**config.mk**
```make
export PLATFORM = sky130hd
export DESIGN_NAME = hazard_ctrl_flat
export DESIGN_NICKNAME = d
export VERILOG_FILES = /design/src/rtl/pipe_pkg.sv /design/src/rtl/hazard_ctrl_if.sv /design/src/rtl/hazard_ctrl_sat_counter.sv /design/src/rtl/hazard_ctrl.sv /design/src/flat_wrapper.sv
export SDC_FILE = /design/constraint.sdc
export NUM_CORES = 1
export LEC_CHECK = 0
export ABC_AREA = 1
export CAP_MARGIN = 5
export CORE_UTILIZATION = 30
export CTS_BUF_LIST = sky130_fd_sc_hd__clkbuf_8 sky130_fd_sc_hd__clkbuf_16
export CTS_CLUSTER_DIAMETER = 30
export DETAILED_ROUTE_END_ITERATION = 8
export SLEW_MARGIN = 10
export SYNTH_ARGS = -nofsm -noshare
export SYNTH_HDL_FRONTEND = slang
export SYNTH_SLANG_ARGS = --single-unit
```
**constraint.sdc**
```tcl
create_clock -name clk -period 1.94 [get_ports clk]
set_clock_uncertainty 0.1 [all_clocks]
set_input_delay 0.485 -clock clk [delete_from_list [all_inputs] [get_ports clk]]
set_output_delay 0.485 -clock clk [all_outputs]
set_load 0.02 [all_outputs]
```
**src/rtl/pipe_pkg.sv**
```systemverilog
// Shared pipeline definitions: hazard FSM encoding, register-zero constant, MDU defaults.
// Latency: n/a (types and constants only).
// Backpressure: n/a.
package pipe_pkg;

  typedef enum logic {
    RUN      = 1'b0,
    MDU_WAIT = 1'b1
  } hz_state_t;

  localparam logic [4:0] REG_ZERO        = 5'd0;
  localparam int         DEF_MDU_LAT     = 4;
  localparam int         MDU_CNT_W       = 4;   // holds MDU_LAT up to 15

endpackage

```
**src/rtl/hazard_ctrl_if.sv**
```systemverilog
// Bundle between the pipeline datapath and the hazard controller.
// Latency: n/a (wires only).
// Backpressure: stalls are expressed through pc_write/ifid_write/idex_bubble.
// Ports: master = pipeline side (drives hazard inputs), slave = controller side.
interface hazard_ctrl_if #(
  parameter int CNT_W = 16
);
  logic             IDEX_memread;
  logic [4:0]       IDEX_rt;
  logic [4:0]       IFID_rs;
  logic [4:0]       IFID_rt;
  logic             IFID_mdu_start;
  logic             IFID_mdu_use;
  logic             branch_taken;
  logic             stat_clr;
  logic             pc_write;
  logic             ifid_write;
  logic             idex_bubble;
  logic             ifid_flush;
  logic             idex_flush;
  logic             mdu_busy;
  logic [CNT_W-1:0] stall_cycles;

  modport master (
    output IDEX_memread, IDEX_rt, IFID_rs, IFID_rt, IFID_mdu_start, IFID_mdu_use,
           branch_taken, stat_clr,
    input  pc_write, ifid_write, idex_bubble, ifid_flush, idex_flush, mdu_busy,
           stall_cycles
  );

  modport slave (
    input  IDEX_memread, IDEX_rt, IFID_rs, IFID_rt, IFID_mdu_start, IFID_mdu_use,
           branch_taken, stat_clr,
    output pc_write, ifid_write, idex_bubble, ifid_flush, idex_flush, mdu_busy,
           stall_cycles
  );
endinterface

```
**src/rtl/hazard_ctrl_sat_counter.sv**
```systemverilog
// Saturating event counter with synchronous clear.
// Latency: count updates on the edge after inc; clr wins over inc.
// Backpressure: none; holds at all-ones instead of wrapping.
// Ports: clk, rst (async, active-high), inc, clr, cnt (W bits).
module sat_counter #(
  parameter int W = 16
) (
  input  logic         clk,
  input  logic         rst,
  input  logic         inc,
  input  logic         clr,
  output logic [W-1:0] cnt
);

  always_ff @(posedge clk or posedge rst) begin
    if (rst) begin
      cnt <= '0;
    end else if (clr) begin
      cnt <= '0;
    end else if (inc && (cnt != {W{1'b1}})) begin
      cnt <= cnt + 1'b1;
    end
  end

endmodule

```
**src/rtl/hazard_ctrl.sv**
```systemverilog
// Hazard controller: load-use and MDU-busy stalls, branch flushes, stall-cycle counter.
// Latency: stall/flush outputs are combinational in the same cycle; MDU busy window follows accept.
// Backpressure: stall holds PC and IF/ID and bubbles ID/EX; a taken branch overrides any stall.
// Ports: clk, rst (async, active-high), hz (hazard_ctrl_if.slave).
module hazard_ctrl
  import pipe_pkg::*;
#(
  parameter int MDU_LAT = DEF_MDU_LAT,
  parameter int CNT_W   = 16
) (
  input  logic           clk,
  input  logic           rst,
  hazard_ctrl_if.slave   hz
);

  hz_state_t              state, state_nxt;
  logic [MDU_CNT_W-1:0]   cnt, cnt_nxt;

  logic lu_haz;
  logic mdu_haz;
  logic stall;
  logic accept_mdu;
  logic [CNT_W-1:0] stall_cnt;

  // Load result is not available until after MEM, so forwarding cannot cover a
  // dependent instruction sitting in ID. $0 is never a real dependency.
  assign lu_haz = hz.IDEX_memread && (hz.IDEX_rt != REG_ZERO) &&
                  ((hz.IDEX_rt == hz.IFID_rs) || (hz.IDEX_rt == hz.IFID_rt));

  // A second mul/div would clobber HI/LO in flight, so it waits like mfhi/mflo.
  assign mdu_haz = (cnt != '0) && (hz.IFID_mdu_use || hz.IFID_mdu_start);

  // The ID instruction is discarded on a taken branch, so it must not stall.
  assign stall      = (lu_haz || mdu_haz) && !hz.branch_taken;
  assign accept_mdu = hz.IFID_mdu_start && !stall && !hz.branch_taken;

  always_ff @(posedge clk or posedge rst) begin
    if (rst) begin
      state <= RUN;
      cnt   <= '0;
    end else begin
      state <= state_nxt;
      cnt   <= cnt_nxt;
    end
  end

  always_comb begin
    state_nxt = state;
    cnt_nxt   = cnt;
    case (state)
      RUN: begin
        if (accept_mdu) begin
          state_nxt = MDU_WAIT;
          cnt_nxt   = MDU_CNT_W'(MDU_LAT);
        end
      end
      MDU_WAIT: begin
        // accept_mdu cannot fire here: mdu_start in ID is stalled while cnt!=0.
        cnt_nxt = cnt - 1'b1;
        if (cnt == MDU_CNT_W'(1)) begin
          state_nxt = RUN;
        end
      end
      default: begin
        state_nxt = RUN;
        cnt_nxt   = '0;
      end
    endcase
  end

  sat_counter #(
    .W (CNT_W)
  ) u_stall_cnt (
    .clk (clk),
    .rst (rst),
    .inc (stall),
    .clr (hz.stat_clr),
    .cnt (stall_cnt)
  );

  // Reset overrides the combinational outputs so the pipeline is frozen with
  // a nop in ID/EX for as long as rst is high.
  always_comb begin
    hz.pc_write    = 1'b0;
    hz.ifid_write  = 1'b0;
    hz.idex_bubble = 1'b1;
    hz.ifid_flush  = 1'b0;
    hz.idex_flush  = 1'b0;
    hz.mdu_busy    = 1'b0;
    if (!rst) begin
      hz.pc_write    = !stall;
      hz.ifid_write  = !stall;
      hz.idex_bubble = stall;
      hz.ifid_flush  = hz.branch_taken;
      hz.idex_flush  = hz.branch_taken;
      hz.mdu_busy    = (cnt != '0);
    end
  end

  assign hz.stall_cycles = stall_cnt;

endmodule

```
**src/flat_wrapper.sv**
```systemverilog
// flat-port wrapper written by rule: the top's interface ports become plain ports
module hazard_ctrl_flat import pipe_pkg::*;
#(
  parameter int MDU_LAT = DEF_MDU_LAT,
  parameter int CNT_W   = 16
)
  (clk, rst, hz_IDEX_memread, hz_IDEX_rt, hz_IFID_rs, hz_IFID_rt, hz_IFID_mdu_start, hz_IFID_mdu_use, hz_branch_taken, hz_stat_clr, hz_pc_write, hz_ifid_write, hz_idex_bubble, hz_ifid_flush, hz_idex_flush, hz_mdu_busy, hz_stall_cycles);
  hazard_ctrl_if #(.CNT_W(CNT_W)) hz_i ();
  input  logic clk;
  input  logic rst;
  input wire logic [$bits(hz_i.IDEX_memread)-1:0] hz_IDEX_memread;
  input wire logic [$bits(hz_i.IDEX_rt)-1:0] hz_IDEX_rt;
  input wire logic [$bits(hz_i.IFID_rs)-1:0] hz_IFID_rs;
  input wire logic [$bits(hz_i.IFID_rt)-1:0] hz_IFID_rt;
  input wire logic [$bits(hz_i.IFID_mdu_start)-1:0] hz_IFID_mdu_start;
  input wire logic [$bits(hz_i.IFID_mdu_use)-1:0] hz_IFID_mdu_use;
  input wire logic [$bits(hz_i.branch_taken)-1:0] hz_branch_taken;
  input wire logic [$bits(hz_i.stat_clr)-1:0] hz_stat_clr;
  output wire logic [$bits(hz_i.pc_write)-1:0] hz_pc_write;
  output wire logic [$bits(hz_i.ifid_write)-1:0] hz_ifid_write;
  output wire logic [$bits(hz_i.idex_bubble)-1:0] hz_idex_bubble;
  output wire logic [$bits(hz_i.ifid_flush)-1:0] hz_ifid_flush;
  output wire logic [$bits(hz_i.idex_flush)-1:0] hz_idex_flush;
  output wire logic [$bits(hz_i.mdu_busy)-1:0] hz_mdu_busy;
  output wire logic [$bits(hz_i.stall_cycles)-1:0] hz_stall_cycles;
  assign hz_i.IDEX_memread = hz_IDEX_memread;
  assign hz_i.IDEX_rt = hz_IDEX_rt;
  assign hz_i.IFID_rs = hz_IFID_rs;
  assign hz_i.IFID_rt = hz_IFID_rt;
  assign hz_i.IFID_mdu_start = hz_IFID_mdu_start;
  assign hz_i.IFID_mdu_use = hz_IFID_mdu_use;
  assign hz_i.branch_taken = hz_branch_taken;
  assign hz_i.stat_clr = hz_stat_clr;
  assign hz_pc_write = hz_i.pc_write;
  assign hz_ifid_write = hz_i.ifid_write;
  assign hz_idex_bubble = hz_i.idex_bubble;
  assign hz_ifid_flush = hz_i.ifid_flush;
  assign hz_idex_flush = hz_i.idex_flush;
  assign hz_mdu_busy = hz_i.mdu_busy;
  assign hz_stall_cycles = hz_i.stall_cycles;
  hazard_ctrl #(.MDU_LAT(MDU_LAT), .CNT_W(CNT_W)) u_core (.clk(clk), .rst(rst), .hz(hz_i));
endmodule
```
==> results.md, run 1 <==
- Final Cell Area: 2340 µm²
- Flop pwr share: roughly a third
- DP Area: 2210 µm²
- Min cycle time layout: 2.06 ns
- TritonCTS Buffers: 3
- Main area contributors after synthesis: dfrtp_1 33%, nand2_1 19%, nor2_1 8.7%
- Syn_nets: 270
- Clock sink count: 21
- P&R area growth vs syn: 46.9%
- Vias: 1,711
- RR Startpoint: u_core.u_stall_cnt.cnt[1]$_DFFE_PP0P_
- Crit path launch type: register
- Initial Util: 31.2%
- Initial antenna violation count: 0
- Worst reg2reg endpoint: u_core.u_stall_cnt.cnt[14]$_DFFE_PP0P_
- EDFF count, synth: 0
- Outcome: finished with violations
- Final WL: 4050 µm
- First-pass GRT wire length: 6690 µm
- Register bit count reported by yosys: 21
- Die Area: 5600 µm²
- Commonest non-fill, non-tap cell in the layout: nand2_1
- Switching Fraction: between 30% and 40%
- CTS Hold Bufs: 0
- Total net switching power: 0.000573 W
- Max H-tree Level: 1
- Setup crit end kind: output pin
- Ys async rst share: 100%
- DR iter-0 viols: 48
- Yosys top cell area share: about a third
- GPL Wtd Cong: 0.820
- ANT nets after route: 0
- Pre-Repair DR Iteration Count: 4
- CTS Buffer Depth: 2
- Vias in the first global route: 1,584
- Leakage: between 1 and 1.5 nW
- Hold Crit Class: in -> async
- GRT Util Overall: 15.5%
- Seq/Total Area, Yosys: between 30% and 40%
- DRC violations left: 0
- Critical-path maximum fanout: 3
- Nets@finish: 337
- Pins Over Slew Limit: 0
- RSZ-0062 raised after global routing: yes
- PD cells: 701 nW/µm²
- Detail Placement HPWL: 2980 µm
- Antenna diodes: 0
- Share of cells above drive strength 1: 24.2%
- Post-route setup slack: -0.124 ns
- Final worst-path cycle share: 106%
- Top Ports: 44
- Worst reg2reg setup slack: 0.17 ns
- Max VDD drop: 0.281 mV
- Final hold violation count: 0
- Max-cap violations: 0
- Chip Width: 74.9 µm
- # placed instances: 368
- Failing checks: setup timing
- Core Area: 5110 µm²
- Logic gate share of total power: about half
- Cell taking the most area after synthesis: dfrtp_1
- Overflow after GRT: 0
- Pin count of the biggest net entering global routing: 22
- Total chip power: 0.00164 W
- WL/cell: 10.7 µm
- Worst setup path class: reg -> out
- Port Buffer Count: 43
- Fill cells: 539
- Root Driver: clkbuf_8
- Top FF cell, synth: dfrtp_1
- Clock tree from TritonCTS: yes
- Routed vias/inst: 4.50
- Final setup fails: 4
- Worst hold margin: 0.368 ns
- Worst R2R Path Depth: 10
- Worst Path Required: 1.35 ns
- Final Non-Filler Cells: between 300 and 400
- FP Rows: 26
- Worst-margin pin slew: between 0.3 and 0.4 ns
- Clk pwr share: 17.4%
- Most frequent cells in the layout: 74 x nand2_1, 35 x nor2_1, 30 x buf_4
- Clk Latency, worst-skew pair: 0.26 ns
- Clock Pin Slew Worst Setup and Hold Paths: 0.08 ns
- Synth Warn #: 0
- Mapped Cells: roughly 240
- Die height: 74.9 µm
- Post-synthesis cell area: 1590 µm²
- Syn_area_per_cell: ~6.5 µm²
- Slew Limit Headroom: 77.1%
- WP data arrival: 1.48 ns
- Fmax: 484 MHz
- Internal Power: roughly 0.0011 W
- Synth unique cells: 23
==> how the worst max path moves through the flow <==
stage                                          from        endpoint  slack (ns)  cells past startpoint
after floorplan                       hz_IDEX_rt[2]     hz_pc_write       -0.02                     10
after global placement                hz_IDEX_rt[0]   hz_ifid_write       -0.94                     10
after detailed placement              hz_IDEX_rt[0]     hz_pc_write       -0.96                     10
after CTS                 u_core.cnt[1]$_DFFE_PP0P_  hz_idex_bubble       -0.15                      8
after global routing      u_core.cnt[1]$_DFFE_PP0P_  hz_idex_bubble       -0.18                      8
final                     u_core.cnt[1]$_DFFE_PP0P_  hz_idex_bubble       -0.12                      8
==> stage by stage <==
step                      utilization [%]  worst slack [ns]  TNS [ns]
final                                45.8            -0.124    -0.326
after global routing                 45.8            -0.179    -0.648
after CTS                            44.0            -0.152    -0.398
after detailed placement             43.2            -0.960    -11.58
after global placement               43.2            -0.936    -11.13
after floorplan                         -           -0.0156   -0.0156
==> metal layers <==
metal,global-route usage [%],share of wire (%),vias up
li1,-,-,891
met1,20.0,49,770
met2,26.2,44,46
met3,2.54,6.3,4
met4,5.03,0.89,0
met5,0,0,-
==> power groups by stage <==
stage	logic [W]	registers (W)	clock network (W)
finish	0.000790	0.000566	0.000285
detailed placement	0.000681	0.000567	0
CTS	0.000710	0.000557	0.000297
global route	0.000891	0.000575	0.000312
floorplan	0.000342	0.000584	0
global placement	0.000677	0.000567	0
==> worst max-delay path, stage by stage, from the launching register on <==
cell,delay [ns]
dfrtp_1,0.39
inv_2,0.08
ha_4,0.14
nand2_2,0.05
o21ai_2,0.07
nand2_2,0.10
a21oi_4,0.20
inv_2,0.05
buf_6,0.13
==> state kept, by name, summed over array words and instances, names as in the netlist <==
| signal | cells |
|---|---|
| u_core.u_stall_cnt.cnt | 16 |
| u_core.cnt | 4 |
| u_core.state | 1 |
==> synth_stat cells, types with 2 or more instances <==
| master | n |
|---|---|
| xor2_1 | 9 |
| inv_1 | 30 |
| nor3_1 | 5 |
| dfrtp_1 | 21 |
| a21oi_1 | 2 |
| nand4_1 | 4 |
| xnor2_1 | 7 |
| clkbuf_1 | 3 |
| o21ai_0 | 3 |
| buf_4 | 2 |
| nand3_1 | 27 |
| nor2_1 | 37 |
| ha_1 | 4 |
| nand2_1 | 81 |
==> what timing repair did <==
action                                  4_1_cts  5_1_grt
pin swaps                                    17       21
buffers inserted                              5        3
endpoints found under the setup margin       25       33
resized for setup                            81       49
hold endpoints to repair                      0        0
==> logic make-up after synthesis <==
group	Yosys count	share of synthesized area (%)
buf+inv	38	10.4
flops	21	33.0
simple gates	160	43.1
xor+xnor	16	8.80
fa+ha+maj	4	3.14
compound gates	5	1.57
==> area by class of cell <==
| class | instances | area [µm²] | area share [%] |
|---|---|---|---|
| clock inverter | 1 | 3.75 | 0.160 |
| inverter | 31 | 121 | 5.19 |
| sequential | 21 | 527 | 22.5 |
| multi-input combinational | 185 | 952 | 40.7 |
| clock buffer | 3 | 41.3 | 1.76 |
| timing repair buffer | 69 | 607 | 25.9 |
| tap | 70 | 87.6 | 3.74 |
(Power assumes the default switching activity.)
==> run 2: changes to the inputs <==
Settings changed: DONT_BUFFER_PORTS from default to 1.
==> results.md, run 2 (synthesis gave the netlist of run 1 again) <==
- Outcome: finished with violations
- Failing checks: setup timing
- TritonCTS Buffers: 3 (unchanged)
- Commonest non-fill, non-tap cell in the layout: nand2_1
- Fmax: 497 MHz (+2.5%)
- Max VDD drop: 0.402 mV (+43%)
- Share of cells above drive strength 1: 18.0% (-6.2 points)
- WL/cell: 11.1 µm (+4.2%)
- Vias in the first global route: 1,499 (-5.4%)
- Worst setup path class: reg -> out
- Initial antenna violation count: 0 (unchanged)
- Slowest cell on crit path: dfrtp_1
- Fill cells: 568 (+5.4%)
- GPL Wtd Cong: 0.863 (+5.3%)
- RR Startpoint: u_core.u_stall_cnt.cnt[0]$_DFFE_PP0P_
- Pre-Repair DR Iteration Count: 4 (unchanged)
- Root Driver: clkbuf_8
- Post-route setup slack: -0.0740 ns (+0.0505 ns)
- Most frequent cells in the layout: 80 x nand2_1, 36 x nor2_1, 29 x buf_4
- PD cells: 755 nW/µm² (+7.7%)
- Final Cell Area: 1970 µm² (-16%)
- Leakage: 0.994 nW (-27%)
- Top Ports: 44 (unchanged)
- Min cycle time layout: 2.01 ns (-0.0505 ns)
- WP data arrival: 1.43 ns (-0.05 ns)
- First-pass GRT wire length: 6440 µm (-3.8%)
- Crit-path most repeated cell: nand2_2
- Routed vias/inst: 4.50 (about the same)
- Overflow after GRT: 0 (unchanged)
- Worst reg2reg setup slack: 0.17 ns (about the same)
- Max reg flops: 16 (unchanged)
- Final Non-Filler Cells: 342 (-10%)
- Die height: 74.9 µm (unchanged)
- Worst R2R Path Depth: 8 (-2)
- CTS Buffer Depth: 2 (unchanged)
- Final worst-path cycle share: 104% (-2.6 points)
- Worst reg2reg endpoint: u_core.u_stall_cnt.cnt[5]$_DFFE_PP0P_
- DR iter-0 viols: 34 (-29%)
- Slew Limit Headroom: 77.1% (about the same)
- Top Registers: u_core.u_stall_cnt.cnt (16), u_core.cnt (4), u_core.state (1)
- Worst-margin pin slew: 0.341 ns (+0.000699 ns)
- Critical-path maximum fanout: 2 (-1)
- CTS Hold Bufs: 0 (unchanged)
- Detail Placement HPWL: 2910 µm (-2.4%)
- CP Cell Sequence: inv_2 -> ha_4 -> nand2_2 -> o21ai_2 -> nand2_2 -> a21oi_4 -> buf_12
- Core Area: 5110 µm² (unchanged)
- ANT nets after route: 0 (unchanged)
- Clock sink count: 21 (unchanged)
- Final setup fails: 3 (-1)
- Antenna diodes: 0 (unchanged)
- DP Area: 1840 µm² (-17%)
- Nets@finish: 299 (-11%)
- Final hold violation count: 0 (unchanged)
- Final WL: 3800 µm (-6.2%)
- Pins Over Slew Limit: 0 (unchanged)
- Clock tree from TritonCTS: yes
- Vias: 1,539 (-10%)
- P&R area growth vs syn: 23.5%
- Hold Crit Class: in -> async
- Crit path launch type: register
- Critical path's largest stage delay: 0.39 ns (about the same)
- Clk Latency, worst-skew pair: 0.26 ns (about the same)
- DRC violations left: 0 (unchanged)
- Most flops, register: u_core.u_stall_cnt.cnt
- GRT Util Overall: 14.9% (-0.58 points)
- Setup crit end kind: output pin
- Die Area: 5600 µm² (unchanged)
- Max-cap violations: 0 (unchanged)
- Chip Width: 74.9 µm (unchanged)
- RSZ-0062 raised after global routing: yes
- Pin count of the biggest net entering global routing: 22 (unchanged)
- Initial Util: 31.2% (unchanged)
- Max H-tree Level: 1 (unchanged)
- Port Buffer Count: 0 (-100%)
- # placed instances: 330 (-10%)
- Worst Path Required: 1.35 ns (about the same)
- FP Rows: 26 (unchanged)
- Clock Pin Slew Worst Setup and Hold Paths: 0.08 ns (about the same)
-- run 2: worst max-delay path, delay by kind of cell (launching register included) --
kind / cells / cell delay, ns
flops: 1 / 0.39
compound gates: 2 / 0.26
buf+inv: 2 / 0.24
fa+ha+maj: 1 / 0.14
simple gates: 2 / 0.14
-- run 2: final cells by class --
cell class              count  area [µm²]  share of cell area [%]
clock inverters             1        3.75                   0.191
flip-flops and latches     21         526                    26.7
inverters                  31         116                    5.92
well taps                  70        87.6                    4.45
clock buffers               3        41.3                    2.10
repair buffers             31         258                    13.1
multi-input cells         185         935                    47.5
-- run 2: power by group --
| part | switching (W) | internal (W) | total, W |
|---|---|---|---|
| combinational | 0.000331 | 0.000303 | 0.000634 |
| clock | 0.000147 | 0.000141 | 0.000289 |
| sequential | 0.0000569 | 0.000506 | 0.000563 |
-- run 2: worst max path at each step --
stage                                    from            end  slack, ns  cells after the start
floorplan                       hz_IDEX_rt[2]    hz_pc_write      -0.02                     10
global placement                hz_IDEX_rt[2]    hz_pc_write       0.04                     10
global route        u_core.cnt[1]$_DFFE_PP0P_    hz_pc_write      -0.15                      7
finish              u_core.cnt[1]$_DFFE_PP0P_  hz_ifid_write      -0.07                      7
CTS                 u_core.cnt[1]$_DFFE_PP0P_  hz_ifid_write      -0.06                      7
detailed placement              hz_IDEX_rt[3]  hz_ifid_write       0.04                     10
-- run 2: routing by layer --
metal	vias to the layer above	GRT usage [%]	part of all wire, %
met4	0	4.40	1.0
li1	806	-	-
met1	690	18.1	46
met3	5	3.75	7.9
met2	38	25.9	45
met5	-	0	0
-- run 2: per-stage QoR --
step	util (%)	power, W	worst slack (ns)	TNS, ns	hold WS, ns
3_3_place_gp	36.0	0.00104	0.0385	0	0.330
5_1_grt	38.5	0.00160	-0.153	-0.405	0.0764
6_report	38.5	0.00149	-0.0740	-0.166	0.0380
3_5_place_dp	36.0	0.00105	0.0377	0	0.332
4_1_cts	38.2	0.00147	-0.0604	-0.125	0.0486
2_1_floorplan	-	0.000925	-0.0156	-0.0156	0.362
-- run 2: repair_timing --
action,in CTS,in global routing
gates resized for setup,8,0
setup buffers,6,2
endpoints found under the setup margin,3,3
pin swaps,3,0
==> run 3: changes to the inputs <==
Settings changed: CORE_ASPECT_RATIO from default to 0.6.
==> results.md, run 3 (synthesis gave the netlist of run 1 again) <==
- Stages on worst setup path: 7 (unchanged)
- GPL Wtd Cong: 0.835 (-3.3%)
- Worst Path Required: 1.35 ns (about the same)
- RR Startpoint: u_core.cnt[0]$_DFFE_PP0P_
- Max H-tree Level: 1 (unchanged)
- RSZ-0062 raised after global routing: yes
- Top Registers: u_core.u_stall_cnt.cnt (16), u_core.cnt (4), u_core.state (1)
- Vias: 1,603 (+4.2%)
- TritonCTS Buffers: 3 (unchanged)
- Core Area: 5080 µm² (-0.54%)
- Initial Util: 31.4% (+0.17 points)
- Commonest non-fill, non-tap cell in the layout: nand2_1
- Max VDD drop: 0.294 mV (-27%)
- WL/cell: 12.4 µm (+12%)
- Hold Crit Class: in -> async
- Root Driver: clkbuf_8
- Top Ports: 44 (unchanged)
- Most frequent cells in the layout: 78 x nand2_1, 36 x nor2_1, 33 x buf_4
- Fill cells: 535 (-5.8%)
- DR iter-0 viols: 120 (+250%)
- GRT Util Overall: 16.4% (+1.5 points)
- Pin count of the biggest net entering global routing: 22 (unchanged)
- Share of cells above drive strength 1: 20.6% (+2.6 points)
- Failing checks: setup timing
- Met2 usage: 21.7% (-4.2 points)
- First-pass GRT wire length: 7090 µm (+10%)
- P&R area growth vs syn: 26.1%
- CP Cell Sequence: inv_2 -> ha_4 -> nand2_2 -> o21ai_2 -> nand2_2 -> a21oi_4 -> buf_6
- Total chip power: 0.00160 W (+7.7%)
- Clock Pin Slew Worst Setup and Hold Paths: 0.08 ns (about the same)
- Die height: 58.4 µm (-22%)
- Fmax: 497 MHz (about the same)
- Met3 Use GR: 4.13% (+0.39 points)
- FP Rows: 20 (-23%)
- ANT nets after route: 0 (unchanged)
- CP bufs+invs: 2 (unchanged)
- Final Non-Filler Cells: 343 (+0.29%)
- Outcome: finished with violations
- Pre-Repair DR Iteration Count: 4 (unchanged)
- Slowest cell on crit path: dfrtp_1
- Busiest grt layer: met1
- Antenna diodes: 0 (unchanged)
- WP data arrival: 1.43 ns (about the same)
- Worst-margin pin slew: 0.345 ns (+0.00321 ns)
- Final Cell Area: 2010 µm² (+2.1%)
- Final hold violation count: 0 (unchanged)
- Overflow after GRT: 0 (unchanged)
- Routed vias/inst: 4.67 (+3.9%)
- Chip Width: 96.1 µm (+28%)
- Final worst-path cycle share: 104% (about the same)
- Pre-CTS WS: 0.0214 ns (-0.0163 ns)
- Initial antenna violation count: 0 (unchanged)
- Detail Placement HPWL: 3110 µm (+7.0%)
- Min cycle time layout: 2.01 ns (-0.00148 ns)
- Setup crit end kind: output pin
- DRC violations left: 0 (unchanged)
- Nets@finish: 304 (+1.7%)
- Worst R2R Path Depth: 13 (+5)
- Clk Latency, worst-skew pair: 0.26 ns (about the same)
- Worst hold margin: 0.0364 ns (-0.00161 ns)
- Port Buffer Count: 0 (unchanged)
- Max-cap violations: 0 (unchanged)
- Most flops, register: u_core.u_stall_cnt.cnt
- Worst setup path class: reg -> out
- Post-route setup slack: -0.0725 ns (+0.00148 ns)
- Crit path launch type: register
- Die Area: 5610 µm² (+0.17%)
- # placed instances: 329 (-0.30%)
- CTS Hold Bufs: 0 (unchanged)
- Final WL: 4260 µm (+12%)
- Clock tree from TritonCTS: yes
- Clock sink count: 21 (unchanged)
- Slew Limit Headroom: 76.9% (-0.22 points)
- Crit-path most repeated cell: nand2_2
- Critical path's largest stage delay: 0.40 ns (about the same)
- Final setup fails: 3 (unchanged)
- Worst reg2reg endpoint: u_core.cnt[2]$_DFFE_PP0P_
- Vias in the first global route: 1,451 (-3.2%)
- PD cells: 797 nW/µm² (+5.4%)
- CTS Buffer Depth: 2 (unchanged)
- Critical-path maximum fanout: 3 (+1)
- Worst path top cell family by delay: flip-flops
- Max reg flops: 16 (unchanged)
- Pins Over Slew Limit: 0 (unchanged)
- Leakage: 1.01 nW (+2.1%)
- Met1 global-route usage: 26.4% (+8.4 points)
- DP Area: 1830 µm² (-0.41%)
- Worst reg2reg setup slack: 0.01 ns (-0.16 ns)
## run 3: worst reg2reg max path, cell delays in order (launching register included)
cell,delay [ns]
dfrtp_1,0.38
inv_2,0.07
buf_4,0.13
buf_4,0.12
buf_4,0.12
buf_4,0.12
buf_4,0.12
buf_4,0.13
buf_6,0.11
ha_4,0.15
nand2_2,0.07
xnor2_1,0.13
inv_1,0.06
nand2_1,0.06
## run 3: per-stage QoR
step / TNS, ns / util (%)
after floorplan: -0.0156 / -
after global placement: 0 / 36.1
after detailed placement: 0 / 36.1
after CTS: -0.158 / 39.2
after global routing: -0.436 / 39.5
final: -0.167 / 39.5
## run 3: how the worst max path moves through the flow
stage | startpoint | endpoint
2_1_floorplan | hz_IDEX_rt[2] | hz_pc_write
3_3_place_gp | hz_IDEX_rt[3] | hz_pc_write
3_5_place_dp | hz_IDEX_rt[2] | hz_pc_write
4_1_cts | u_core.cnt[1]$_DFFE_PP0P_ | hz_pc_write
5_1_grt | u_core.cnt[1]$_DFFE_PP0P_ | hz_pc_write
6_report | u_core.cnt[1]$_DFFE_PP0P_ | hz_pc_write
## run 3: repair_timing
item,CTS,global route
endpoints found under the setup margin,3,5
gates resized for setup,10,6
pin swaps,3,1
buffers inserted,11,0
## run 3: final cells by class
type	count	area, µm²	share of cell area (%)
sequential	21	526	26.2
tap	66	82.6	4.11
timing repair buffer	36	282	14.0
multi-input combinational	185	957	47.7
inverter	31	116	5.79
clock buffer	3	41.3	2.06
clock inverter	1	3.75	0.187
## run 3: where the power goes
part	total (W)	internal, W	switching [W]
clock network	0.000286	0.000141	0.000145
registers	0.000585	0.000506	0.0000791
logic	0.000728	0.000351	0.000377
total	0.00160	0.000999	0.000601
## run 3: layer usage
metal	share of wire, %	wire length (µm)	vias to the layer above
met2	41	1740	48
met1	52	2220	734
li1	-	-	817
met3	6.6	280	4
met4	0.45	19	0
met5	0	0	-
